## src/rtl/prbs_lock_ctrl.sv

```systemverilog
// Hunt/lock sequencer for a PRBS checker result stream, with saturating word, error
// and loss-of-lock counters accumulated while locked.
`timescale 1ns/1ps
module prbs_lock_ctrl #(
  parameter int unsigned C_LOCK_CNT   = 8,
  parameter int unsigned C_UNLOCK_CNT = 4,
  parameter int unsigned C_CNT_WIDTH  = 32,
  parameter int unsigned C_TEST_WORDS = 0
) (
  input  logic                   I_clk,
  input  logic                   I_rst_n,
  input  logic                   I_start,
  input  logic                   I_stop,
  input  logic                   I_check_v,
  input  logic                   I_check_right,
  output logic [1:0]             O_state,
  output logic                   O_locked,
  output logic                   O_done,
  output logic [C_CNT_WIDTH-1:0] O_word_cnt,
  output logic [C_CNT_WIDTH-1:0] O_err_cnt,
  output logic [7:0]             O_lost_cnt,
  output logic                   O_err_pulse
);

  localparam int unsigned RunMax = (C_LOCK_CNT > C_UNLOCK_CNT) ? C_LOCK_CNT : C_UNLOCK_CNT;
  localparam int unsigned RunW   = $clog2(RunMax) + 1;

  typedef enum logic [1:0] {
    StIdle   = 2'd0,
    StHunt   = 2'd1,
    StLocked = 2'd2,
    StDone   = 2'd3
  } state_e;

  state_e                 r_state, w_state_nxt;
  logic [C_CNT_WIDTH-1:0] r_word_cnt, w_word_nxt, w_word_inc;
  logic [C_CNT_WIDTH-1:0] r_err_cnt, w_err_nxt, w_err_inc;
  logic [7:0]             r_lost_cnt, w_lost_nxt, w_lost_inc;
  logic [RunW-1:0]        r_good_run, w_good_nxt, w_good_inc;
  logic [RunW-1:0]        r_bad_run, w_bad_nxt, w_bad_inc;
  logic                   r_err_pulse, w_pulse_nxt;
  logic                   r_locked, r_done;

  // Saturating increments; counters never wrap.
  assign w_word_inc = (r_word_cnt == '1) ? r_word_cnt : r_word_cnt + 1'b1;
  assign w_err_inc  = (r_err_cnt == '1) ? r_err_cnt : r_err_cnt + 1'b1;
  assign w_lost_inc = (r_lost_cnt == 8'hFF) ? r_lost_cnt : r_lost_cnt + 1'b1;
  assign w_good_inc = r_good_run + 1'b1;
  assign w_bad_inc  = r_bad_run + 1'b1;

  always_comb begin
    w_state_nxt = r_state;
    w_word_nxt  = r_word_cnt;
    w_err_nxt   = r_err_cnt;
    w_lost_nxt  = r_lost_cnt;
    w_good_nxt  = r_good_run;
    w_bad_nxt   = r_bad_run;
    w_pulse_nxt = 1'b0;
    if (I_start) begin
      w_state_nxt = StHunt;
      w_word_nxt  = '0;
      w_err_nxt   = '0;
      w_lost_nxt  = '0;
      w_good_nxt  = '0;
      w_bad_nxt   = '0;
    end else if (I_stop) begin
      w_state_nxt = StIdle;
    end else if (I_check_v) begin
      case (r_state)
        StHunt: begin
          if (I_check_right) begin
            w_good_nxt = w_good_inc;
            if (w_good_inc == RunW'(C_LOCK_CNT)) begin
              w_state_nxt = StLocked;
              w_good_nxt  = '0;
              w_bad_nxt   = '0;
            end
          end else begin
            w_good_nxt = '0;
          end
        end
        StLocked: begin
          w_word_nxt = w_word_inc;
          if (!I_check_right) begin
            w_err_nxt   = w_err_inc;
            w_pulse_nxt = 1'b1;
            w_bad_nxt   = w_bad_inc;
            if (w_bad_inc == RunW'(C_UNLOCK_CNT)) begin
              w_state_nxt = StHunt;
              w_lost_nxt  = w_lost_inc;
              w_good_nxt  = '0;
              w_bad_nxt   = '0;
            end
          end else begin
            w_bad_nxt = '0;
          end
          // Test end overrides a coincident loss of lock; the loss is still counted.
          if ((C_TEST_WORDS != 0) && (w_word_inc == C_CNT_WIDTH'(C_TEST_WORDS))) begin
            w_state_nxt = StDone;
          end
        end
        default: ;
      endcase
    end
  end

  always_ff @(posedge I_clk or negedge I_rst_n) begin
    if (!I_rst_n) begin
      r_state     <= StIdle;
      r_word_cnt  <= '0;
      r_err_cnt   <= '0;
      r_lost_cnt  <= '0;
      r_good_run  <= '0;
      r_bad_run   <= '0;
      r_err_pulse <= 1'b0;
      r_locked    <= 1'b0;
      r_done      <= 1'b0;
    end else begin
      r_state     <= w_state_nxt;
      r_word_cnt  <= w_word_nxt;
      r_err_cnt   <= w_err_nxt;
      r_lost_cnt  <= w_lost_nxt;
      r_good_run  <= w_good_nxt;
      r_bad_run   <= w_bad_nxt;
      r_err_pulse <= w_pulse_nxt;
      r_locked    <= (w_state_nxt == StLocked);
      r_done      <= (w_state_nxt == StDone);
    end
  end

  assign O_state     = r_state;
  assign O_locked    = r_locked;
  assign O_done      = r_done;
  assign O_word_cnt  = r_word_cnt;
  assign O_err_cnt   = r_err_cnt;
  assign O_lost_cnt  = r_lost_cnt;
  assign O_err_pulse = r_err_pulse;

endmodule

```

## config.mk

```make
export PLATFORM = sky130hd
export DESIGN_NAME = prbs_lock_ctrl
export DESIGN_NICKNAME = d
export VERILOG_FILES = /design/src/rtl/prbs_lock_ctrl.sv
export SDC_FILE = /design/constraint.sdc
export NUM_CORES = 1
export LEC_CHECK = 0
export ABC_CLOCK_PERIOD_IN_PS = 3000
export BUFFER_PORTS_ARGS = -buffer_cell sky130_fd_sc_hd__buf_2
export CAP_MARGIN = 0
export CORE_MARGIN = 3
export CORE_UTILIZATION = 50
export CTS_CLUSTER_SIZE = 25
export DETAILED_ROUTE_END_ITERATION = 16
export HOLD_SLACK_MARGIN = 0.06
export PLACE_DENSITY = 0.7
export RECOVER_POWER = 100
export SETUP_SLACK_MARGIN = 0.1
export SYNTH_ARGS = -nofsm -noshare
export SYNTH_HDL_FRONTEND = slang
export SYNTH_SLANG_ARGS = --single-unit
```

## constraint.sdc

```tcl
create_clock -name I_clk -period 3 [get_ports I_clk]
set_input_delay 0 -clock I_clk [delete_from_list [all_inputs] [get_ports I_clk]]
set_output_delay 0 -clock I_clk [all_outputs]
set_load 0.03 [all_outputs]
```

==> flow_summary_export.csv <==
group,metric,value,unit
synthesis,syn_inst,547,
setup_path,cp_cell_sequence,"nand4_4 -> or4_1 -> a311oi_1 -> nand4_1 -> mux2_1",
detailed_routing,wire_per_inst,17.0,um
sta,finalSetupTns,0,ps
cts,cts.htree.levels,3,
finish,final_cell_mix,"85 x dfrtp_1, 79 x clkbuf_1, 45 x nor2_1, 44 x a21oi_1, 39 x nand2_1",
detailed_routing,first_iter_violations,224,
sta,finalCriticalPeriod,2780,ps
placement,preCtsSetupSlack,341,ps
run_status,violations,"max-capacitance violations, max-slew violations",
power,static-leakage-power,0.00220,uW
placement,postPlaceCellArea,5660,sq um
grt,grt_pass1_wl,22300,um
power,power_density,376,nW/um^2
sta,slew_violations,42,
min_path,hold_class,"input pin to register",
cts,clock-sinks,85,
synthesis,ys_seq_area_share,41.3,%
detailed_routing,drc_errors,0,
detailed_routing,routed_wl,13000,um
cts,cts_buffer_depth,2,
grt,grt_usage,23.7,%
synthesis,ys_async_sr_fraction,100,%
flow_run,maxCapViolations,1,
grt,grt_pass1_vias,4570,
grt,gr-total-overflow,0,
floorplanning,dieWidth,107,um
synthesis,syn_nets,562,
setup_path,start_kind,"register",
floorplanning,rows,36,
cts,clk_pin_slew,90,ps
floorplanning,core_area,9910,sq um
setup_path,crit_fanout,7,
detailed_routing,vias,4688,
sta,setup_ws,223,ps
run_status,status,"finished, violations left",
sta,hold_viol,0,
synthesis,syn_area_per_cell,9.41,sq um
floorplanning,start_util,51.9,%
detailed_routing,first_pass_iters,5,
placement,place.port_buffers,82,
setup_path,cpLargestDelayFamily,"simple AND/OR/NAND/NOR gates",
sta,worst_pin_slew,2310,ps
finish,drive_gt1_share,8.52,%
finish,fin_area,5720,sq um
finish,multi_input_area,2720,sq um
setup_path,slowest_delay,750,ps
synthesis,synth_seq_cells,85,
finish,layout.nets,644,
finish,syn2layout_area_growth,11.1,%
grt,grt_max_degree,54,
detailed_routing,viasPerCell,6.11,
floorplanning,die_h,107,um
sta,skew,9.88,ps
grt,antenna_found_initial,0,
setup_path,worst_ep_required_time,3250,ps
floorplanning,die-area,11500,sq um
finish,seq_area,2130,sq um
detailed_routing,postRouteAntennaNets,0,
setup_path,cp_slowest_cell,"a311oi_1",
synthesis,synth_edf_count,0,
cts,clock_latency,370,ps
setup_path,crit_type,"register to register",
synthesis,synth_area,5150,sq um
cts,tritoncts,"done",
sta,grt_setup_unrepaired,"false",
sta,period_share,92.6,%
placement,hpwl,9220,um
floorplanning,num_io_pins,83,
sta,setup_viol,0,
setup_path,worst-path-buf-inv,0,
synthesis,yosys_warnings,0,
placement,gp_routability_congestion,0.853,
power,vdd_drop_max,0.190,mV
setup_path,critPathArrivalTime,3030,ps
synthesis,ys.flop_type,"dfrtp_1",
cts,cts-root-buf,"clkbuf_8",
finish,final_common_cell,"dfrtp_1",
finish,n_antenna_cell,0,
synthesis,synth_area_leaders,"dfrtp_1 41%, a21oi_1 4.3%, nor2_1 3.3%",
synthesis,synth_top_area_share,41.3,%
setup_path,cp-end-kind,"register",
sta,slew_headroom,-54.3,%
cts,cts_setup_buffers,0,
synthesis,synth_area_leader_cell,"dfrtp_1",
finish,nFillCells,923,
sta,max_freq,0.360,GHz
synthesis,synthDistinctLibCells,72,
cts,cts_buffers,9,
worst paths after layout:
check | from | endpoint | slack, ps | depth (start not counted)
min | I_stop | O_state[0] | 520 | 3
min in group asynchronous | I_rst_n | O_word_cnt[11] | 860 | 2
max in group asynchronous | I_rst_n | O_err_cnt[16] | 610 | 3
min reg2reg | r_bad_run[2] | r_bad_run[2] | 530 | 1
max | O_word_cnt[3] | O_word_cnt[30] | 220 | 5
max reg2reg | O_word_cnt[3] | O_word_cnt[30] | 220 | 5
registers in the layout, indices dropped and copies added (netlist names):
register     cells
r_good_run       4
O_lost_cnt       8
O_state          2
O_locked         1
O_done           1
O_err_cnt       32
O_word_cnt      32
O_err_pulse      1
r_bad_run        4
area by class of cell:
class / count / share of cell area, %
tap: 133 / 2.91
clock buffer: 10 / 2.41
multi-input combinational: 418 / 47.6
sequential: 85 / 37.2
inverter: 18 / 1.18
timing repair buffer: 97 / 7.55
clock inverter: 6 / 1.09
power by group:
group	switching [uW]	total (uW)	internal (uW)	leakage, uW
logic	105	143	37.5	0.000915
registers	15.4	1170	1160	0.00118
clock network	430	836	406	0.000106
total	550	2150	1600	0.00220
worst min-delay path, stage by stage:
cell and delay, ps:
dlygate4sd3_1 530, buf_2 170, o31ai_1 130
repair_timing:
item	CTS	global route
hold buffers	5	0
setup endpoints to repair	0	7
endpoints found under the hold margin	52	0
gates resized for setup	0	1
per-layer routing:
layer | up-vias | share of wire, % | track usage (%)
met2 | 124 | 48 | 37.9
met5 | - | 0 | 0
met4 | 0 | 2.2 | 8.21
met1 | 2295 | 45 | 32.7
li1 | 2242 | - | -
met3 | 27 | 4.6 | 4.02
per-stage QoR:
stage / power, uW / cells / util, % / hold WS [ps]
after global placement: 1330 / 746 / 57.1 / 25.2
after floorplan: 1280 / 547 / - / -296
after global routing: 2240 / 767 / 57.7 / 543
after detailed placement: 1340 / 746 / 57.1 / 29.5
after CTS: 2170 / 767 / 59.6 / 178
final: 2150 / 767 / 57.7 / 518
cells by family (layout without fill, tap and decap cells):
logic type | Yosys count | count (layout) | share of synthesized area [%]
AO/OA/AOI/OAI | 137 | 137 | 19.2
flip-flops | 85 | 85 | 41.3
multiplexers | 11 | 11 | 2.43
AND/OR/NAND/NOR | 243 | 243 | 27.7
adder cells (fa/ha/maj) | 9 | 9 | 2.19
XOR/XNOR | 18 | 18 | 3.06
buffers and inverters | 44 | 131 | 4.11
synthesized netlist by cell type, types with 3 or more instances:
cell type,instances
mux2_2,7
xnor2_1,16
nor3_1,12
inv_1,18
and3_1,4
buf_6,3
a311oi_1,6
buf_2,7
a21o_1,3
and2_1,6
ha_1,9
a2111oi_4,3
dfrtp_1,85
o41ai_1,4
nand3_1,26
o2111ai_1,4
o21ai_0,25
or3_1,19
nand2b_1,3
o31ai_1,18
nor4_1,8
nand2_1,39
and4_1,4
a211oi_1,3
nor2_1,45
clkbuf_1,12
nand4_1,19
and3b_1,5
nor2b_1,10
nand3b_1,4
nor4_4,3
a21oi_1,44
buf_4,3
a31oi_1,4
or4_1,19
(Power assumes the default switching activity.)
